## src/rtl/rep_seq_pkg.sv

```systemverilog
`default_nettype none
// ============================================================================
// Module      : rep_seq_pkg
// Description : Shared defaults, helper function and types for the
//               rep_seq_ctrl response sequencer.
// Contents    : REQ_LEN_D / GAP_D / ACK_LEN_D / CNT_W_D default constants,
//               clog2_min1() width helper, match_cnt_t default counter type.
// Revision    : 1.0 - initial release
// ============================================================================
package rep_seq_pkg;

  localparam int REQ_LEN_D = 2;
  localparam int GAP_D     = 2;
  localparam int ACK_LEN_D = 2;
  localparam int CNT_W_D   = 8;

  // Match counter type at the default width.
  typedef logic [CNT_W_D-1:0] match_cnt_t;

  // ceil(log2(n)), but never below 1, so a vector sized from it is never empty.
  function automatic int clog2_min1(input int n);
    int r;
    r = $clog2(n);
    return (r < 1) ? 1 : r;
  endfunction

endpackage : rep_seq_pkg
`default_nettype wire

```

## src/rtl/rep_run_det.sv

```systemverilog
`default_nettype none
// ============================================================================
// Module      : rep_run_det
// Description : Consecutive-request run counter and match detector.
//               A match is flagged in the cycle that completes a run of
//               REQ_LEN qualified requests; longer runs match every cycle.
// Ports       : clk   - clock
//               rst   - asynchronous active-high reset
//               en    - request qualifier (0 breaks the run)
//               clr   - synchronous flush (breaks the run, suppresses match)
//               req   - request line
//               match - combinational match pulse
// Revision    : 1.0 - initial release
// ============================================================================
module rep_run_det
  import rep_seq_pkg::*;
#(
  parameter int REQ_LEN = REQ_LEN_D
) (
  input  logic clk,
  input  logic rst,
  input  logic en,
  input  logic clr,
  input  logic req,
  output logic match
);

  localparam int RUN_W = $clog2(REQ_LEN) + 1;
  localparam logic [RUN_W-1:0] C_RUN_MAX = RUN_W'(REQ_LEN - 1);

  logic [RUN_W-1:0] r_run_cnt;
  logic             w_qual;
  logic             w_at_max;

  assign w_qual   = req & en & ~clr;
  assign w_at_max = (r_run_cnt == C_RUN_MAX);
  assign match    = w_qual & w_at_max;

  // r_run_cnt holds the number of qualified cycles before the current one;
  // saturating at REQ_LEN-1 lets a long run keep matching each cycle.
  always_ff @(posedge clk or posedge rst) begin
    if (rst) begin
      r_run_cnt <= '0;
    end else if (!w_qual) begin
      r_run_cnt <= '0;
    end else if (!w_at_max) begin
      r_run_cnt <= r_run_cnt + RUN_W'(1);
    end
  end

endmodule : rep_run_det
`default_nettype wire

```

## src/rtl/rep_seq_ctrl.sv

```systemverilog
`default_nettype none
// ============================================================================
// Module      : rep_seq_ctrl
// Description : Response sequencer for "req[*REQ_LEN] |-> ##GAP ack[*ACK_LEN]".
//               Each match schedules an ACK_LEN-cycle ack starting GAP cycles
//               later; overlapping windows merge into one contiguous pulse.
// Ports       : clk       - clock
//               rst       - asynchronous active-high reset
//               en        - request qualifier; pending acks keep draining
//               clr       - synchronous flush of run counter and ack pipeline
//               req       - request line
//               ack       - acknowledge (decoded purely from flops)
//               match     - combinational pulse on run completion
//               busy      - any match still pending in the pipeline
//               match_cnt - saturating match counter (kept across clr)
// Options     : REP_SEQ_ASSERT_EN - embeds protocol assertion, overlap cover
//               and counter no-wrap check.
// Revision    : 1.0 - initial release
// ============================================================================
module rep_seq_ctrl
  import rep_seq_pkg::*;
#(
  parameter int REQ_LEN = REQ_LEN_D,
  parameter int GAP     = GAP_D,
  parameter int ACK_LEN = ACK_LEN_D,
  parameter int CNT_W   = CNT_W_D
) (
  input  logic             clk,
  input  logic             rst,
  input  logic             en,
  input  logic             clr,
  input  logic             req,
  output logic             ack,
  output logic             match,
  output logic             busy,
  output logic [CNT_W-1:0] match_cnt
);

  if (REQ_LEN < 1 || GAP < 1 || ACK_LEN < 1) begin : g_bad_param
    $error("rep_seq_ctrl: REQ_LEN, GAP and ACK_LEN must all be >= 1");
  end

  localparam int DEPTH = GAP + ACK_LEN - 1;
  localparam logic [CNT_W-1:0] C_CNT_MAX = '1;

  logic             w_match;
  logic [DEPTH-1:0] r_pipe;
  logic [CNT_W-1:0] r_match_cnt;
  logic [CNT_W-1:0] w_cnt_next;

  rep_run_det #(
    .REQ_LEN (REQ_LEN)
  ) u_run_det (
    .clk   (clk),
    .rst   (rst),
    .en    (en),
    .clr   (clr),
    .req   (req),
    .match (w_match)
  );

  // r_pipe[i] set means a match happened i+1 cycles ago.
  always_ff @(posedge clk or posedge rst) begin
    if (rst) begin
      r_pipe <= '0;
    end else if (clr) begin
      r_pipe <= '0;
    end else begin
      r_pipe <= (r_pipe << 1) | DEPTH'(w_match);
    end
  end

  assign w_cnt_next = (w_match && (r_match_cnt != C_CNT_MAX)) ?
                      (r_match_cnt + CNT_W'(1)) : r_match_cnt;

  always_ff @(posedge clk or posedge rst) begin
    if (rst) begin
      r_match_cnt <= '0;
    end else begin
      r_match_cnt <= w_cnt_next;
    end
  end

  // Ack window spans matches GAP..GAP+ACK_LEN-1 cycles old.
  assign ack       = |r_pipe[DEPTH-1:GAP-1];
  assign busy      = |r_pipe;
  assign match     = w_match;
  assign match_cnt = r_match_cnt;

`ifdef REP_SEQ_ASSERT_EN
  property p_handshake;
    @(posedge clk) disable iff (rst || clr)
      (req && en)[*REQ_LEN] |-> ##GAP ack[*ACK_LEN];
  endproperty

  a_handshake : assert property (p_handshake)
    $info("rep_seq_ctrl: handshake satisfied at %0t", $time);
  else
    $error("rep_seq_ctrl: handshake violated at %0t", $time);

  c_overlap : cover property (@(posedge clk) disable iff (rst) w_match ##1 w_match);

  always_comb begin
    if (!rst) begin
      a_no_wrap : assert (w_cnt_next >= r_match_cnt)
        else $error("rep_seq_ctrl: match_cnt wrapped at %0t", $time);
    end
  end
`else
  // Assertion block not compiled in this build.
`endif

endmodule : rep_seq_ctrl
`default_nettype wire

```

## config.mk

```make
export PLATFORM = sky130hd
export DESIGN_NAME = rep_seq_ctrl
export DESIGN_NICKNAME = d
export VERILOG_FILES = /design/src/rtl/rep_seq_pkg.sv /design/src/rtl/rep_run_det.sv /design/src/rtl/rep_seq_ctrl.sv
export SDC_FILE = /design/constraint.sdc
export NUM_CORES = 1
export LEC_CHECK = 0
export BUFFER_PORTS_ARGS = -buffer_cell sky130_fd_sc_hd__buf_2
export CAP_MARGIN = 20
export CORE_ASPECT_RATIO = 1.25
export CORE_UTILIZATION = 37
export CTS_CLUSTER_DIAMETER = 150
export DETAILED_ROUTE_END_ITERATION = 16
export HOLD_SLACK_MARGIN = 0.12
export PLACE_DENSITY = 0.61
export SETUP_SLACK_MARGIN = 0.1
export SKIP_LAST_GASP = 1
export SYNTH_ARGS = -nofsm -noshare
export SYNTH_HDL_FRONTEND = slang
export SYNTH_SLANG_ARGS = --single-unit
```

## constraint.sdc

```tcl
create_clock -name clk -period 1.7 [get_ports clk]
set_clock_uncertainty 0.2 [all_clocks]
set_input_delay 0.17 -clock clk [delete_from_list [all_inputs] [get_ports clk]]
set_output_delay 0.17 -clock clk [all_outputs]
set_load 0.02 [all_outputs]
```

-- Word level (Yosys, flattened, before mapping)
Cells that the tools add are included.
- add/sub/neg operators: 2
- equal/unequal tests: 3
- multiplexer cells: 3
- bitwise operators: 5
- reductions and logical operators: 3
- operators with widths (kind ; count):
    $add 8x1->8 const B ; 1
    $ne 8x8->1 const B ; 1
    $mux 2 ; 2
    $and 1x1->1 ; 3
    $mux 3 ; 1
    $or 3x1->3 ; 1
    $reduce_or 3->1 ; 1
    $add 2x1->2 const B ; 1
    $eq 2x1->1 const B ; 1
    $ne 2x2->1 const B ; 1
    $reduce_or 2->1 ; 1
    $logic_and 1x1->1 ; 1
    $not 1->1 ; 1
- word-level logic and storage cells: 19
- flip-flop bits (word level): 13
- output and inout port bits: 11
- input bits: 5

-- Longest topological paths before layout
- depth in word-level cells: 5
- depth in mapped cells: 6
- mapped depth without buffers: 6

-- By module
From an unflattened synthesis, not the netlist that was laid out.
- cell total of the unflattened synthesis: 55
- area total of the unflattened synthesis: 639.4 µm²
- by module, submodules not included (module ; cells an instance ; sequential area each (µm²) ; instances ; area an instance (µm²)):
    rep_seq_ctrl ; 43 ; 275.3 ; 1 ; 509.2
    rep_run_det ; 12 ; 50.0 ; 1 ; 130.1

-- Worst setup path before layout
Ideal clock, no wire load.
- path kind: register to register
- start point: reg u_run_det.r_run_cnt[1]
- end point: reg r_match_cnt[1], in the netlist match_cnt[1]
- setup slack: -0.132 ns
- clock period less this slack: 1.832 ns
- buffers on the path: 0
- library setup time: 0.125 ns
- data arrival time: 1.508 ns
- data required time: 1.375 ns
- stages on the path, launching flop included: 6
- cells stage by stage: dfrtp_1 > inv_1 > ha_1 > and4b_4 > a21boi_4 > mux2_2
- longest elaborated chain between the ends: 3
- RTL lines (what ; RTL line ; RTL):
    start: declaration ; rep_run_det.sv:31 ; logic [RUN_W-1:0] r_run_cnt;
    start signal: assignment ; rep_run_det.sv:47 ; r_run_cnt <= r_run_cnt + RUN_W'(1);
    $eq 2x1->1 ; rep_run_det.sv:36 ; assign w_at_max = (r_run_cnt == C_RUN_MAX);
    $and 1x1->1 ; rep_run_det.sv:37 ; assign match = w_qual & w_at_max;
    net match ; rep_seq_ctrl.sv:34 ; output logic match,
    $logic_and 1x1->1 ; rep_seq_ctrl.sv:73 ; assign w_cnt_next = (w_match && (r_match_cnt != C_CNT_MAX)) ?
    end signal: assignment ; rep_seq_ctrl.sv:80 ; r_match_cnt <= w_cnt_next;
    end: declaration ; rep_seq_ctrl.sv:48 ; logic [CNT_W-1:0] r_match_cnt;
The timed path passes the listed nets, and every way through them passes these cells.
A chain may end at the register's enable or synchronous reset.

-- Worst setup path after layout
- start point: reg u_run_det.r_run_cnt[1]
- end point: reg r_match_cnt[1], in the netlist match_cnt[1]
- longest elaborated chain between the ends: 3
- RTL lines (what ; RTL line):
    $eq 2x1->1 ; rep_run_det.sv:36
    $and 1x1->1 ; rep_run_det.sv:37
    $logic_and 1x1->1 ; rep_seq_ctrl.sv:73
No other way between the ends.

==> results.toml <==
[synth]
synth_seq_area_share = 0.534
synth_seq_cells = 13
synth_nets = 59
yosys.cell_types.count = 21
synth_area_per_cell_um2 = 11.7
postSynthCellCount = 52
synth_flop_type = "sky130_fd_sc_hd__dfrtp_1"
post_synth_main_area_contributors = "sky130_fd_sc_hd__dfrtp_1 53%, sky130_fd_sc_hd__xnor2_1 5.7%, sky130_fd_sc_hd__mux2_2 5.5%, sky130_fd_sc_hd__ha_1 4.1%, sky130_fd_sc_hd__a21boi_4 3.1%"
synth.cell_area_um2 = 609
synth_largest_type_area_fraction = 0.534
synth_top_cells_by_count = "13 x sky130_fd_sc_hd__dfrtp_1, 5 x sky130_fd_sc_hd__nand2_1, 4 x sky130_fd_sc_hd__nor2_1, 4 x sky130_fd_sc_hd__xnor2_1"
post-synth-top-count-cell = "sky130_fd_sc_hd__dfrtp_1"
yosysWarnings = 0
synthDominantAreaCellType = "sky130_fd_sc_hd__dfrtp_1"
async_reset_ff_frac = 1.00
number_of_enable_flip_flop_cells_after_synthesis = 0

[global_route]
grt_first_pass_wirelength_um = 1880
grt_usage = 0.155
global_route.overflow_total = 0
number_of_global_route_vias_before_repair = 446
grt_antenna_before_repair = 0
grt_max_degree = 14

[die]
rows = 16
design.core.area_um2 = 1560
die_height_um = 47.4
design.die.area_um2 = 1810
dieWidth_um = 38.3
initial_core_util = 0.390
ioPinCount = 16

[worst_setup_path]
critical_path_cell_count = 5
critPathMaxFanout = 6
crit_family = "flip-flops"
ff2ff_setup_slack_ns = -0.01
rr_worst_depth = 5
worst_path_buffer_plus_inverter_count = 1
critPathSlowestCell = "sky130_fd_sc_hd__dfrtp_1"
worstSetupPathType = "flop to flop"
worst_ep_required_time_ns = 1.67
worstSetupEndpointType = "flop"
max_stage_delay_ns = 0.40
critPathLaunchType = "flop"
cells_along_the_critical_path = "inv_2, ha_4, and4b_4, a21boi_4, mux2_4"
critPathArrivalTime_ns = 1.68

[run]
max-cap-violations = 0

[timing]
final_max_slew_viol_count = 0
fmax_ghz = 0.584
max_slew_margin = 0.675
final-setup-viol-count = 1
finalHoldViolations = 0
grt_setup_unrepaired = "true"
worst_pin_slew_ns = 0.488
fin_ws_ns = -0.0125
layout_worst_path_cycle_share = 1.01
final.hold.worst_slack_ns = 0.247
timing.final.crit_period_ns = 1.71

[pwr]
pleak_uw = 0.000445
peakVddDrop_uv = 530
power_density_nw_per_um2 = 787

[placed_design]
io_buffer_count = 15
dpl-instance-area_um2 = 756
detailedPlacementHpwl_um = 830
gp_congestion = 0.633

[clock_tree]
ctsRootBufferMaster = "sky130_fd_sc_hd__clkbuf_4"
clock_latency_ns = 0.27
clk_pin_slew_ns = 0.08
ctsLongestPathBuffers = 2
clock-sinks = 13
cts_tree = "done"
cts-buffers-inserted = 3
clock_tree.htree_level_count = 1

[routing]
vias = 500
antenna_violating_nets_post_route = 0
drcViolationCount = 0
vias_per_cell = 5.00
wl_um = 1230
detail_route.iter0.violations = 4
routed_length_per_instance_um = 12.3
drtPass1Iterations = 4

[run_status]
run_status = "finished with violations"
failed_checks = "setup timing"

[finish]
finalNetCount = 90
syn_to_final_growth_pct = 42.3
nFillCells = 143
drive_gt1_frac = 0.488
final_cell_area_um2 = 867
antenna_cells_inserted = 0

[hold_path]
hold_path_class = "input pin to asynchronous set/reset pin"
==> worst min-delay path, delay by kind of cell <==
kind / cells / cell delay [ns]
buffers and inverters: 3 / 1.01
==> sequential cells by signal, indices dropped and copies added (netlist names) <==
name,cells
match_cnt,8
r_pipe,3
u_run_det.r_run_cnt,2
==> layout make-up <==
| class | count | area [um2] | area share |
|---|---|---|---|
| Tap cell | 18 | 22.5 | 0.0260 |
| Multi-Input combinational cell | 37 | 308 | 0.355 |
| Inverter | 2 | 7.51 | 0.00866 |
| Timing Repair Buffer | 26 | 174 | 0.201 |
| Clock inverter | 1 | 5.00 | 0.00577 |
| Sequential cell | 13 | 328 | 0.378 |
| Clock buffer | 3 | 22.5 | 0.0260 |
==> stage by stage <==
stage                     utilization  std cells  TNS (ns)  power (uW)  worst slack, ns
after detailed placement        0.484         88   -0.0619         487          -0.0315
final                           0.555        100   -0.0125         682          -0.0125
after CTS                       0.537         98  -0.00556         687         -0.00517
after global routing            0.555        100    -0.172         718          -0.0574
after global placement          0.484         88         0         486           0.0289
after floorplan                     -         52   -0.0343         424          -0.0343
==> timing repair <==
| item | 4_1_cts | 5_1_grt |
|---|---|---|
| gates resized for setup | 0 | 3 |
| setup endpoints to repair | 6 | 9 |
| buffers inserted | 2 | 2 |
| endpoints found under the hold margin | 18 | 0 |
| hold buffers | 4 | 0 |
| pin swaps | 3 | 3 |
==> power breakdown <==
group / total (uW) / internal [uW] / switching (uW)
sequential: 345 / 331 / 13.8
clock: 191 / 87.1 / 104
combinational: 146 / 71.7 / 74.5
total: 682 / 490 / 192
==> final timing paths <==
| path | end | start |
|---|---|---|
| worst max-delay path | match_cnt[1]$_DFFE_PP0P_ | u_run_det.r_run_cnt[1]$_DFFE_PP0P_ |
| worst min-delay path | r_pipe[2]$_DFF_PP0_ | rst |
| worst max register to register | match_cnt[1]$_DFFE_PP0P_ | u_run_det.r_run_cnt[1]$_DFFE_PP0P_ |
| worst min register to register | r_pipe[1]$_DFF_PP0_ | r_pipe[0]$_DFF_PP0_ |
| max in group asynchronous | match_cnt[1]$_DFFE_PP0P_ | rst |
| min in group clk | r_pipe[1]$_DFF_PP0_ | r_pipe[0]$_DFF_PP0_ |
==> cell usage in the layout (no fill, tap or decap), types with 2 or more instances in the layout <==
cell / Yosys / routed
sky130_fd_sc_hd__nand4_1: 3 / 3
sky130_fd_sc_hd__nor2_1: 4 / 4
sky130_fd_sc_hd__nand3_1: 2 / 2
sky130_fd_sc_hd__clkbuf_4: 0 / 3
sky130_fd_sc_hd__dfrtp_1: 13 / 11
sky130_fd_sc_hd__mux2_2: 3 / 2
sky130_fd_sc_hd__dlygate4sd3_1: 0 / 4
sky130_fd_sc_hd__xnor2_1: 4 / 3
sky130_fd_sc_hd__nand2_1: 5 / 5
sky130_fd_sc_hd__buf_2: 0 / 14
sky130_fd_sc_hd__buf_4: 0 / 7
sky130_fd_sc_hd__nor2b_1: 2 / 2
sky130_fd_sc_hd__dfrtp_2: 0 / 2
sky130_fd_sc_hd__xor2_1: 2 / 2
==> cells by family after synthesis <==
family          Yosys count  share of synthesized area
compound gates            2                     0.0390
xor+xnor                  6                     0.0862
fa+ha+maj                 2                     0.0411
buf+inv                   2                     0.0123
flops                    13                      0.534
mux                       3                     0.0554
simple gates             24                      0.232
==> metal layers <==
layer  share of wire  global-route usage
met5               0                   0
met4               0              0.0857
met3           0.050              0.0427
met1            0.46               0.180
met2            0.49               0.258
(Power assumes the default switching activity.)
